### src/rtl/rv_trigger_unit.sv
// Hardware trigger unit: N address/data match triggers with chaining plus one
// instruction-count trigger, configured through tselect/tdata1/tdata2/tinfo.
module rv_trigger_unit #(
  parameter int unsigned NumTriggers = 4,
  parameter int unsigned Width       = 32,
  parameter int unsigned CountWidth  = 14
) (
  input  logic             clk,
  input  logic             rst_n,
  input  logic [11:0]      csr_addr,
  input  logic [Width-1:0] csr_wdata,
  input  logic             csr_write,
  output logic [Width-1:0] csr_rdata,
  output logic             csr_sel,
  input  logic             debug_mode,
  input  logic [Width-1:0] pc,
  input  logic             pc_valid,
  input  logic [Width-1:0] mem_addr,
  input  logic             mem_load,
  input  logic             mem_store,
  input  logic             retire,
  output logic             breakpoint,
  output logic             debug_req,
  output logic [3:0]       hit_idx
);

  localparam int unsigned N = NumTriggers;
  localparam logic [11:0] AddrTselect = 12'h7A0;
  localparam logic [11:0] AddrTdata1  = 12'h7A1;
  localparam logic [11:0] AddrTdata2  = 12'h7A2;
  localparam logic [11:0] AddrTinfo   = 12'h7A4;
  localparam logic [3:0]  IcIdx       = 4'(NumTriggers);

  typedef enum logic [1:0] {
    MatchEq = 2'd0,
    MatchGe = 2'd2,
    MatchLt = 2'd3
  } match_e;

  logic [3:0]       tselect_q, tselect_d;
  logic [N-1:0]     type_q, type_d, dmode_q, dmode_d, hit_q, hit_d;
  logic [N-1:0]     action_q, action_d, chain_q, chain_d;
  logic [N-1:0]     exe_q, exe_d, st_q, st_d, ld_q, ld_d;
  match_e           match_q [N];
  match_e           match_d [N];
  logic [Width-1:0] tdata2_q [N];
  logic [Width-1:0] tdata2_d [N];

  logic                  ic_dmode_q, ic_dmode_d, ic_hit_q, ic_hit_d;
  logic                  ic_action_q, ic_action_d, ic_pending_q, ic_pending_d;
  logic [CountWidth-1:0] ic_count_q, ic_count_d;

  logic [N-1:0] sel_vec;
  logic         sel_icount, sel_dmode, wr_ok;
  logic         wr_tsel, wr_t1, wr_t2, wr_ic;
  logic [N-1:0] fire;
  logic         ic_fire;

  logic   w_type2, w_dmode, w_hit, w_action, w_chain, w_exe, w_st, w_ld;
  logic   w_ic_hit, w_ic_action;
  match_e w_match;

  function automatic logic addr_cmp(input logic [Width-1:0] a,
                                    input logic [Width-1:0] t,
                                    input match_e m);
    logic r;
    case (m)
      MatchGe: r = (a >= t);
      MatchLt: r = (a < t);
      default: r = (a == t);
    endcase
    return r;
  endfunction

  // ---------------- CSR decode and write-field sanitation ----------------
  always_comb begin
    sel_vec    = '0;
    sel_icount = (tselect_q == IcIdx);
    sel_dmode  = sel_icount & ic_dmode_q;
    for (int unsigned i = 0; i < N; i++) begin
      sel_vec[i] = (tselect_q == 4'(i));
      if (sel_vec[i] && dmode_q[i]) sel_dmode = 1'b1;
    end
  end

  // A trigger owned by the debugger is locked against writes from normal mode.
  assign wr_ok   = ~sel_dmode | debug_mode;
  assign wr_tsel = csr_write & (csr_addr == AddrTselect);
  assign wr_t1   = csr_write & (csr_addr == AddrTdata1) & wr_ok;
  assign wr_t2   = csr_write & (csr_addr == AddrTdata2) & wr_ok;
  assign wr_ic   = wr_t1 & sel_icount;

  assign w_type2     = (csr_wdata[31:28] == 4'd2);
  assign w_dmode     = csr_wdata[27] & debug_mode;
  assign w_hit       = csr_wdata[20];
  assign w_action    = (csr_wdata[15:12] == 4'd1);
  assign w_chain     = csr_wdata[11];
  assign w_exe       = csr_wdata[2];
  assign w_st        = csr_wdata[1];
  assign w_ld        = csr_wdata[0];
  assign w_ic_hit    = csr_wdata[24];
  assign w_ic_action = (csr_wdata[5:0] == 6'd1);

  always_comb begin
    case (csr_wdata[10:7])
      4'd2:    w_match = MatchGe;
      4'd3:    w_match = MatchLt;
      default: w_match = MatchEq;
    endcase
  end

  // ---------------- Match and chain evaluation ----------------
  // prev_ok carries "the chain leading into trigger i is satisfied".
  always_comb begin : match_eval
    logic prev_ok;
    logic m;
    logic qual;
    fire    = '0;
    prev_ok = 1'b1;
    for (int unsigned i = 0; i < N; i++) begin
      m = type_q[i] & (
            (exe_q[i] & pc_valid  & addr_cmp(pc,       tdata2_q[i], match_q[i])) |
            (ld_q[i]  & mem_load  & addr_cmp(mem_addr, tdata2_q[i], match_q[i])) |
            (st_q[i]  & mem_store & addr_cmp(mem_addr, tdata2_q[i], match_q[i])));
      qual    = m & prev_ok;
      fire[i] = qual & ~chain_q[i] & ~debug_mode;
      prev_ok = chain_q[i] ? qual : 1'b1;
    end
  end

  assign ic_fire = ic_pending_q & pc_valid & ~debug_mode;

  // ---------------- Priority: lowest index wins ----------------
  always_comb begin : prio
    logic       found;
    logic       act;
    logic [3:0] idx;
    found = 1'b0;
    act   = 1'b0;
    idx   = '0;
    for (int unsigned i = 0; i < N; i++) begin
      if (fire[i] && !found) begin
        found = 1'b1;
        act   = action_q[i];
        idx   = 4'(i);
      end
    end
    if (ic_fire && !found) begin
      found = 1'b1;
      act   = ic_action_q;
      idx   = IcIdx;
    end
    breakpoint = found & ~act;
    debug_req  = found & act;
    hit_idx    = idx;
  end

  // ---------------- Next state ----------------
  always_comb begin
    tselect_d = tselect_q;
    if (wr_tsel && (csr_wdata <= Width'(N))) tselect_d = csr_wdata[3:0];

    type_d   = type_q;
    dmode_d  = dmode_q;
    hit_d    = hit_q;
    action_d = action_q;
    chain_d  = chain_q;
    exe_d    = exe_q;
    st_d     = st_q;
    ld_d     = ld_q;
    match_d  = match_q;
    tdata2_d = tdata2_q;
    for (int unsigned i = 0; i < N; i++) begin
      if (wr_t1 && sel_vec[i]) begin
        type_d[i]   = w_type2;
        dmode_d[i]  = w_dmode;
        hit_d[i]    = w_hit;
        action_d[i] = w_action;
        chain_d[i]  = w_chain && (i != N - 1);
        match_d[i]  = w_match;
        exe_d[i]    = w_exe;
        st_d[i]     = w_st;
        ld_d[i]     = w_ld;
      end
      if (wr_t2 && sel_vec[i]) tdata2_d[i] = csr_wdata;
      if (fire[i]) hit_d[i] = 1'b1;
    end

    ic_dmode_d   = ic_dmode_q;
    ic_hit_d     = ic_hit_q;
    ic_action_d  = ic_action_q;
    ic_count_d   = ic_count_q;
    ic_pending_d = ic_pending_q;
    if (ic_fire) ic_pending_d = 1'b0;
    if (retire && !debug_mode && (ic_count_q != '0)) begin
      ic_count_d = ic_count_q - CountWidth'(1);
      if (ic_count_q == CountWidth'(1)) ic_pending_d = 1'b1;
    end
    // A reprogramming write overrides a coincident retire.
    if (wr_ic) begin
      ic_dmode_d   = w_dmode;
      ic_hit_d     = w_ic_hit;
      ic_action_d  = w_ic_action;
      ic_count_d   = csr_wdata[CountWidth+9:10];
      ic_pending_d = 1'b0;
    end
    if (ic_fire) ic_hit_d = 1'b1;
  end

  always_ff @(posedge clk) begin
    if (!rst_n) begin
      tselect_q    <= '0;
      type_q       <= '0;
      dmode_q      <= '0;
      hit_q        <= '0;
      action_q     <= '0;
      chain_q      <= '0;
      exe_q        <= '0;
      st_q         <= '0;
      ld_q         <= '0;
      for (int unsigned i = 0; i < N; i++) begin
        match_q[i]  <= MatchEq;
        tdata2_q[i] <= '0;
      end
      ic_dmode_q   <= 1'b0;
      ic_hit_q     <= 1'b0;
      ic_action_q  <= 1'b0;
      ic_count_q   <= '0;
      ic_pending_q <= 1'b0;
    end else begin
      tselect_q    <= tselect_d;
      type_q       <= type_d;
      dmode_q      <= dmode_d;
      hit_q        <= hit_d;
      action_q     <= action_d;
      chain_q      <= chain_d;
      exe_q        <= exe_d;
      st_q         <= st_d;
      ld_q         <= ld_d;
      match_q      <= match_d;
      tdata2_q     <= tdata2_d;
      ic_dmode_q   <= ic_dmode_d;
      ic_hit_q     <= ic_hit_d;
      ic_action_q  <= ic_action_d;
      ic_count_q   <= ic_count_d;
      ic_pending_q <= ic_pending_d;
    end
  end

  // ---------------- CSR read ----------------
  assign csr_sel = (csr_addr == AddrTselect) | (csr_addr == AddrTdata1) |
                   (csr_addr == AddrTdata2)  | (csr_addr == AddrTinfo);

  always_comb begin : rd_mux
    logic [Width-1:0] t1;
    logic [Width-1:0] t2;
    t1 = '0;
    t2 = '0;
    for (int unsigned i = 0; i < N; i++) begin
      if (sel_vec[i]) begin
        t1[31:28] = type_q[i] ? 4'd2 : 4'd0;
        t1[27]    = dmode_q[i];
        t1[20]    = hit_q[i];
        t1[12]    = action_q[i];
        t1[11]    = chain_q[i];
        t1[8:7]   = match_q[i];
        t1[2]     = exe_q[i];
        t1[1]     = st_q[i];
        t1[0]     = ld_q[i];
        t2        = tdata2_q[i];
      end
    end
    if (sel_icount) begin
      t1[31:28]           = 4'd3;
      t1[27]              = ic_dmode_q;
      t1[24]              = ic_hit_q;
      t1[CountWidth+9:10] = ic_count_q;
      t1[0]               = ic_action_q;
    end
    case (csr_addr)
      AddrTselect: csr_rdata = Width'(tselect_q);
      AddrTdata1:  csr_rdata = t1;
      AddrTdata2:  csr_rdata = t2;
      AddrTinfo:   csr_rdata = Width'(32'h0000_000C);
      default:     csr_rdata = '0;
    endcase
  end

endmodule

### config.mk
export PLATFORM = sky130hd
export DESIGN_NAME = rv_trigger_unit
export DESIGN_NICKNAME = d
export VERILOG_FILES = /design/src/rtl/rv_trigger_unit.sv
export SDC_FILE = /design/constraint.sdc
export NUM_CORES = 1
export LEC_CHECK = 0
export BUFFER_PORTS_ARGS = -buffer_cell sky130_fd_sc_hd__buf_2
export CAP_MARGIN = 0
export CELL_PAD_IN_SITES_DETAIL_PLACEMENT = 0
export CELL_PAD_IN_SITES_GLOBAL_PLACEMENT = 2
export CORE_MARGIN = 2
export CORE_UTILIZATION = 36
export DETAILED_ROUTE_END_ITERATION = 7
export PLACE_DENSITY = 0.88
export SKIP_CTS_REPAIR_TIMING = 1
export SLEW_MARGIN = 20
export SYNTH_ARGS = -nofsm -noshare
export SYNTH_HDL_FRONTEND = slang
export SYNTH_SLANG_ARGS = --single-unit
### constraint.sdc
create_clock -name clk -period 4.6 [get_ports clk]
set_clock_uncertainty 0.2 [all_clocks]
set_input_delay 0.23 -clock clk [delete_from_list [all_inputs] [get_ports clk]]
set_output_delay 0.23 -clock clk [all_outputs]
set_load 0.02 [all_outputs]
==> Yosys cells after proc, flatten, opt, wreduce, memory -nomap -nowiden <==
Index checks and enable logic that the tools add are counted.
{ "word_totals": {"reg_bits": 189, "latch_bits": 0, "mem_bits_rw": 0, "rom_bits": 0, "inputBits": 116, "out_inout_bits": 39, "wordCells": 272, "mem_count": 0} }
{ "classes": {"add_sub_neg": 1, "mul": 0, "div": 0, "order_cmp": 17, "n_eq_ne": 30, "n_shift": 0, "n_mux": 77, "bitwise_logic": 69, "reduce_logical": 33} }
{ "ops": {"columns": ["cell", "n"], "rows": [
  ["$eq 32x32->1", 8],
  ["$ge 32x32->1", 8],
  ["$lt 32x32->1", 8],
  ["$mux 32", 4],
  ["$pmux 32 s4", 1],
  ["$and 1x1->1", 50],
  ["$eq 12x11->1 const B", 4],
  ["$mux 1", 36],
  ["$le 32x3->1 const B", 1],
  ["$mux 14", 2],
  ["$mux 2", 12],
  ["$eq 4x2->1 const B", 5],
  ["$mux 5", 4],
  ["$logic_and 1x1->1", 19],
  ["$eq 2x2->1 const B", 8],
  ["$pmux 1 s2", 8],
  ["$mux 15", 1],
  ["$mux 3", 5],
  ["$eq 14x1->1 const B", 1],
  ["$reduce_bool 14->1", 1],
  ["$sub 14x1->14 const B", 1],
  ["$mux 4", 3],
  ["$or 1x1->1", 12],
  ["$reduce_bool 2->1", 6],
  ["8 further kinds", 19]
]} }

==> Logic depth before layout (Yosys ltp) <==
{ "depth": {"word_depth": 23, "depth_mapped": 13, "ltp_nobuf": 13} }

==> Worst setup path before layout <==
No wires, ideal clock.
{ "synth_timing": {"path_type": "flip-flop to output port", "start": "register tdata2_q[109] in the netlist's numbering", "end": "output debug_req", "t_arrival_ps": 3310, "required_time_ps": 4170, "setup_slack_ps": 860, "stages_incl_launch_ff": 14, "n_path_buf": 0, "cell_sequence": "dfxtp_1 inv_1 ha_1 nand4_2 or4_4 a21oi_1 nor3_1 o22ai_2 nor4_4 o311ai_4 a21oi_4 a21boi_4 nor4_2 mux2_4"} }
{ "synth_between": {"elab_chain_len": 22, "elab_cells_between_ends": 46, "cone_classes": "order compare (4); eq/ne (2); mux (15); bitwise (17); reduce/logical (8)"} }
{ "synth_lines": {"columns": ["item", "line_no", "text"], "rows": [
  ["start: declaration", "46", "logic [Width-1:0] tdata2_q [N];"],
  ["start signal: assignment", "241", "tdata2_q <= tdata2_d;"],
  ["$lt 32x32->1, or another cell as far along", "69", "MatchLt: r = (a < t);"],
  ["$pmux 1 s2", "67", "case (m)"],
  ["$and 1x1->1, on equally long branches", "122, 123", null],
  ["$or 1x1->1", "122", "(exe_q[i] & pc_valid & addr_cmp(pc, tdata2_q[i], match_q[i])) |"],
  ["$or 1x1->1 (*)", "123", "(ld_q[i] & mem_load & addr_cmp(mem_addr, tdata2_q[i], match_q[i])) |"],
  ["$and 1x1->1 (*)", "121", "m = type_q[i] & ("],
  ["$mux 1 or $and 1x1->1 (tied branches)", "127, 126", null],
  ["$and 1x1->1, on equally long branches", "125, 126", null],
  ["[6 not listed]", null, null],
  ["$mux 1", "142", "if (fire[i] && !found) begin"],
  ["$logic_not 1->1", "142", null],
  ["$logic_and 1x1->1", "142", null],
  ["$mux 1", "142", null],
  ["$logic_not 1->1", "148", "if (ic_fire && !found) begin"],
  ["$logic_and 1x1->1", "148", null],
  ["$mux 1", "148", null],
  ["$and 1x1->1 (*)", "154", "debug_req = found & act;"],
  ["end: declaration", "23", "output logic debug_req,"]
]} }
Mark *: on every way between the ends. The rest lies on a longest branch, timed or not.

==> Final worst setup path <==
{ "layout_timing": {"start": "register tdata2_q[24] in the netlist's numbering", "end": "output debug_req"} }
{ "layout_between": {"elab_chain_len": 14, "elab_cells_between_ends": 24, "cone_classes": "order compare (4); eq/ne (2); mux (6); bitwise (9); reduce/logical (3)"} }
{ "layout_lines": {"columns": ["item", "line_no", "text"], "rows": [
  ["$lt 32x32->1, or another cell as far along", "69", null],
  ["$pmux 1 s2", "67", null],
  ["$and 1x1->1, on equally long branches", "122, 123", null],
  ["$or 1x1->1", "122", null],
  ["$or 1x1->1 (*)", "123", null],
  ["$and 1x1->1 (*)", "121", null],
  ["$and 1x1->1 (*)", "125", "qual = m & prev_ok;"],
  ["$and 1x1->1 (*)", "126", "fire[i] = qual & ~chain_q[i] & ~debug_mode;"],
  ["$logic_and 1x1->1 (*)", "142", null],
  ["$mux 1", "142", null],
  ["$logic_not 1->1", "148", null],
  ["$logic_and 1x1->1", "148", null],
  ["$mux 1", "148", null],
  ["$and 1x1->1 (*)", "154", null]
]} }
Marked as above.

==> impl_metrics.tcl <==
set metrics [dict create \
    status "finished clean" \
    port_buffers 153 \
    drt_iter0_drc 1612 \
    drc_errors 0 \
    area_growth_pct 15.8 \
    placed_cell_area_mm2 0.0168 \
    syn-num-nets 2328 \
    drive_gt1_share_pct 12.9 \
    ant_nets 0 \
    dp_hpwl_um 51300 \
    cp-start-kind "register" \
    yosys.area.top_type "dfxtp_1" \
    finalHoldViolCount 0 \
    fin_area_mm2 0.0178 \
    grt_pass1_vias 14500 \
    worst_slew_pin_slew_ns 0.933 \
    finalCriticalPeriod_ns 4.55 \
    place_worst_setup_slack_ns 0.366 \
    drt-total-wl_um 64300 \
    rr_startpoint "tdata2_q[83]$_SDFFE_PN0P_" \
    p_comb_share_pct 21.4 \
    clk_latency_ns 0.44 \
    synth.top_cell.area_share_pct 24.6 \
    synthesis.area_mm2 0.0154 \
    antenna_found_initial 1 \
    grt_max_degree 70 \
    overflow 0 \
    grt_usage_pct 28.2 \
    layout.nets 2482 \
    clkPwrFrac_pct 35.7 \
    drv_slew 0 \
    grt_util_met2_pct 42.0 \
    finalCritPeriodShare_pct 98.9 \
    vias 15600 \
    maxCapViolations 0 \
    place.gp.congestion 1.00 \
    critPathKind "reg2out" \
    met1_usage_pct 41.0 \
    avgSynthCellArea_um2 7.89 \
    grt_pass1_wl_um 92500 \
    synth_seq_area_share_pct 24.6 \
    p_switching_uw 1220 \
    fmax_ghz 0.220 \
    critical_path_required_ns 4.17 \
    leakage_uw 0.00658 \
    arrival_ns 4.12 \
    synth_warnings 0 \
    slew_headroom_pct 37.1 \
    p_total_uw 4120 \
    grt_use_met3_pct 5.47 \
    p_sw_share_pct 29.6 \
    insertedDiodeCount 0 \
    io_pins 155 \
    start_util_pct 36.6 \
    chipHeight_um 211 \
    cts_sinks 189 \
    powerDensity_mw_per_mm2 231 \
    async_reset_ff_share_pct 0 \
    dieWidth_um 211 \
    clockBufferDepth 2 \
    n_fill_cell 4273 \
    seqCellArea_mm2 0.00379 \
    clockRootBuffer "clkbuf_16" \
    worst_slack_ns 0.0503 \
    numCtsBuffers 17 \
    end_kind "output port" \
    cts_max_level 4 \
    core_mm2 0.0421 \
    ys_top_cells_by_area "dfxtp_1 25%, ha_1 21%, nand2_1 9.2%" \
    routed_via_density 5.85 \
    crit_start "tdata2_q[24]$_SDFFE_PN0P_" \
    post_drt_wl_per_cell_um 24.2 \
    hold_path_class "in2reg" \
    holdWs_ns 0.0366 \
    cts.clk_slew.worst_paths_ns 0.07 \
    std_cell_rows 75 \
    p_int_uw 2900 \
    synthCells 1954 \
    reg2reg_slack_ns 1.09 \
    synth_flop_cell "dfxtp_1" \
    multiInputGateArea_mm2 0.0109 \
    ys_ff_latch 189 \
    cts_tree "done" \
    seq_power_share_pct 42.9 \
    cp_max_fo 5 \
    tns_ns 0 \
    setup_viol_count_final 0 \
    peakVddDrop_v 0.000282 \
    ys_types 82 \
    dr.pass1.iters 7 \
    hold_start "csr_wdata[11]" \
    synth_edf_count 0 \
    die-area_mm2 0.0445 \
    top_usage_layer "met2" \
]
[synth_stat cells (all sizes together), types with 3 or more instances]
cell	n
nand4	56
a221oi	35
o211a	15
a31oi	13
a2111oi	3
a21o	10
o31a	3
o21ai	71
a222oi	7
and2	12
clkbuf	83
inv	143
nor2	73
nand3b	3
or4	5
nor3	31
nand3	34
nand2	378
a22o	3
nand2b	10
nor3b	4
o211ai	12
and3	9
dfxtp	189
a21oi	97
mux2	3
a221o	6
o31ai	16
or2	4
xnor2	7
nor2b	50
o22ai	28
ha	258
o21a	7
and4	3
a211oi	15
nor4b	3
mux2i	49
nor4	22
a21boi	134
a22oi	15
or3	4
o41ai	3
[worst paths after layout]
check,to,cells after the start
setup reg to reg,hit_q[3]$_SDFFE_PN0P_,15
hold reg to reg,tdata2_q[52]$_SDFFE_PN0P_,2
hold / removal,tdata2_q[11]$_SDFFE_PN0P_,3
setup / recovery,debug_req,14
[area by class of cell]
type | instances | area share [%]
multi-input combinational | 1537 | 61.2
clock inverter | 10 | 0.484
sequential | 189 | 21.2
inverter | 143 | 3.01
timing repair buffer | 220 | 7.56
clock buffer | 22 | 2.77
tap | 539 | 3.78
[cell usage in the layout, fill, tap and decap left out, drive strengths merged, types with 34 or more instances in the layout]
cell type and count:
mux2i 49, nand2 378, ha 258, dfxtp 189, a221oi 35, nor2b 50, a21oi 97, nor2 73
nand3 34, o21ai 71, inv 144, nand4 56, a21boi 134, buf 189
[cells by family (layout without fill, tap and decap cells)]
family                     Yosys count  after routing  share of synthesized area [%]
DFF                                189            189                           24.6
muxes                               52             52                           3.43
and+or+nand+nor                    705            705                           21.6
xor gates and xnor gates             9              9                          0.512
other                                1              1                         0.0243
buffers and inverters              228            395                           5.58
AOI/OAI and AO/OA                  511            511                           23.3
adders and majority gates          259            259                           21.0
[registers in the layout, indices dropped and copies added, names as in the netlist]
signal        cells
hit_q             4
match_q           8
type_q            4
tselect_q         4
ic_pending_q      1
action_q          4
ic_count_q       14
ic_hit_q          1
exe_q             4
ic_dmode_q        1
chain_q           3
dmode_q           4
st_q              4
ic_action_q       1
tdata2_q        128
ld_q              4
[per-stage QoR]
stage | utilization [%] | instances
after floorplan | - | 1954
after global placement | 39.8 | 2593
after detailed placement | 39.8 | 2593
after CTS | 41.2 | 2625
after global routing | 42.3 | 2660
final | 42.3 | 2660
[worst max-delay path: stages (launching register included)]
cell,delay (ns)
dfxtp_1,0.37
inv_1,0.12
ha_1,0.29
nand4_1,0.21
nor4_4,0.29
buf_4,0.19
nand3_1,0.08
or4_4,0.47
a41oi_4,0.27
a211oi_2,0.08
a32oi_4,0.35
a21boi_4,0.11
nor4_4,0.34
mux2_4,0.33
buf_2,0.16
[power groups by stage]
stage	clock network [uW]	registers [uW]	logic, uW
CTS	1500	1770	854
finish	1470	1770	882
global placement	0	1800	839
detailed placement	0	1800	848
floorplan	0	1780	581
global route	1550	1780	995
[routing by layer]
metal | part of all wire (%) | vias to the layer above | wire [um]
li1 | - | 7377 | -
met1 | 47 | 7460 | 30000
met2 | 42 | 638 | 27100
met3 | 8.2 | 95 | 5300
met4 | 3.0 | 0 | 1930
met5 | 0 | - | 0
Note: power is estimated with default switching activity, not from simulation.
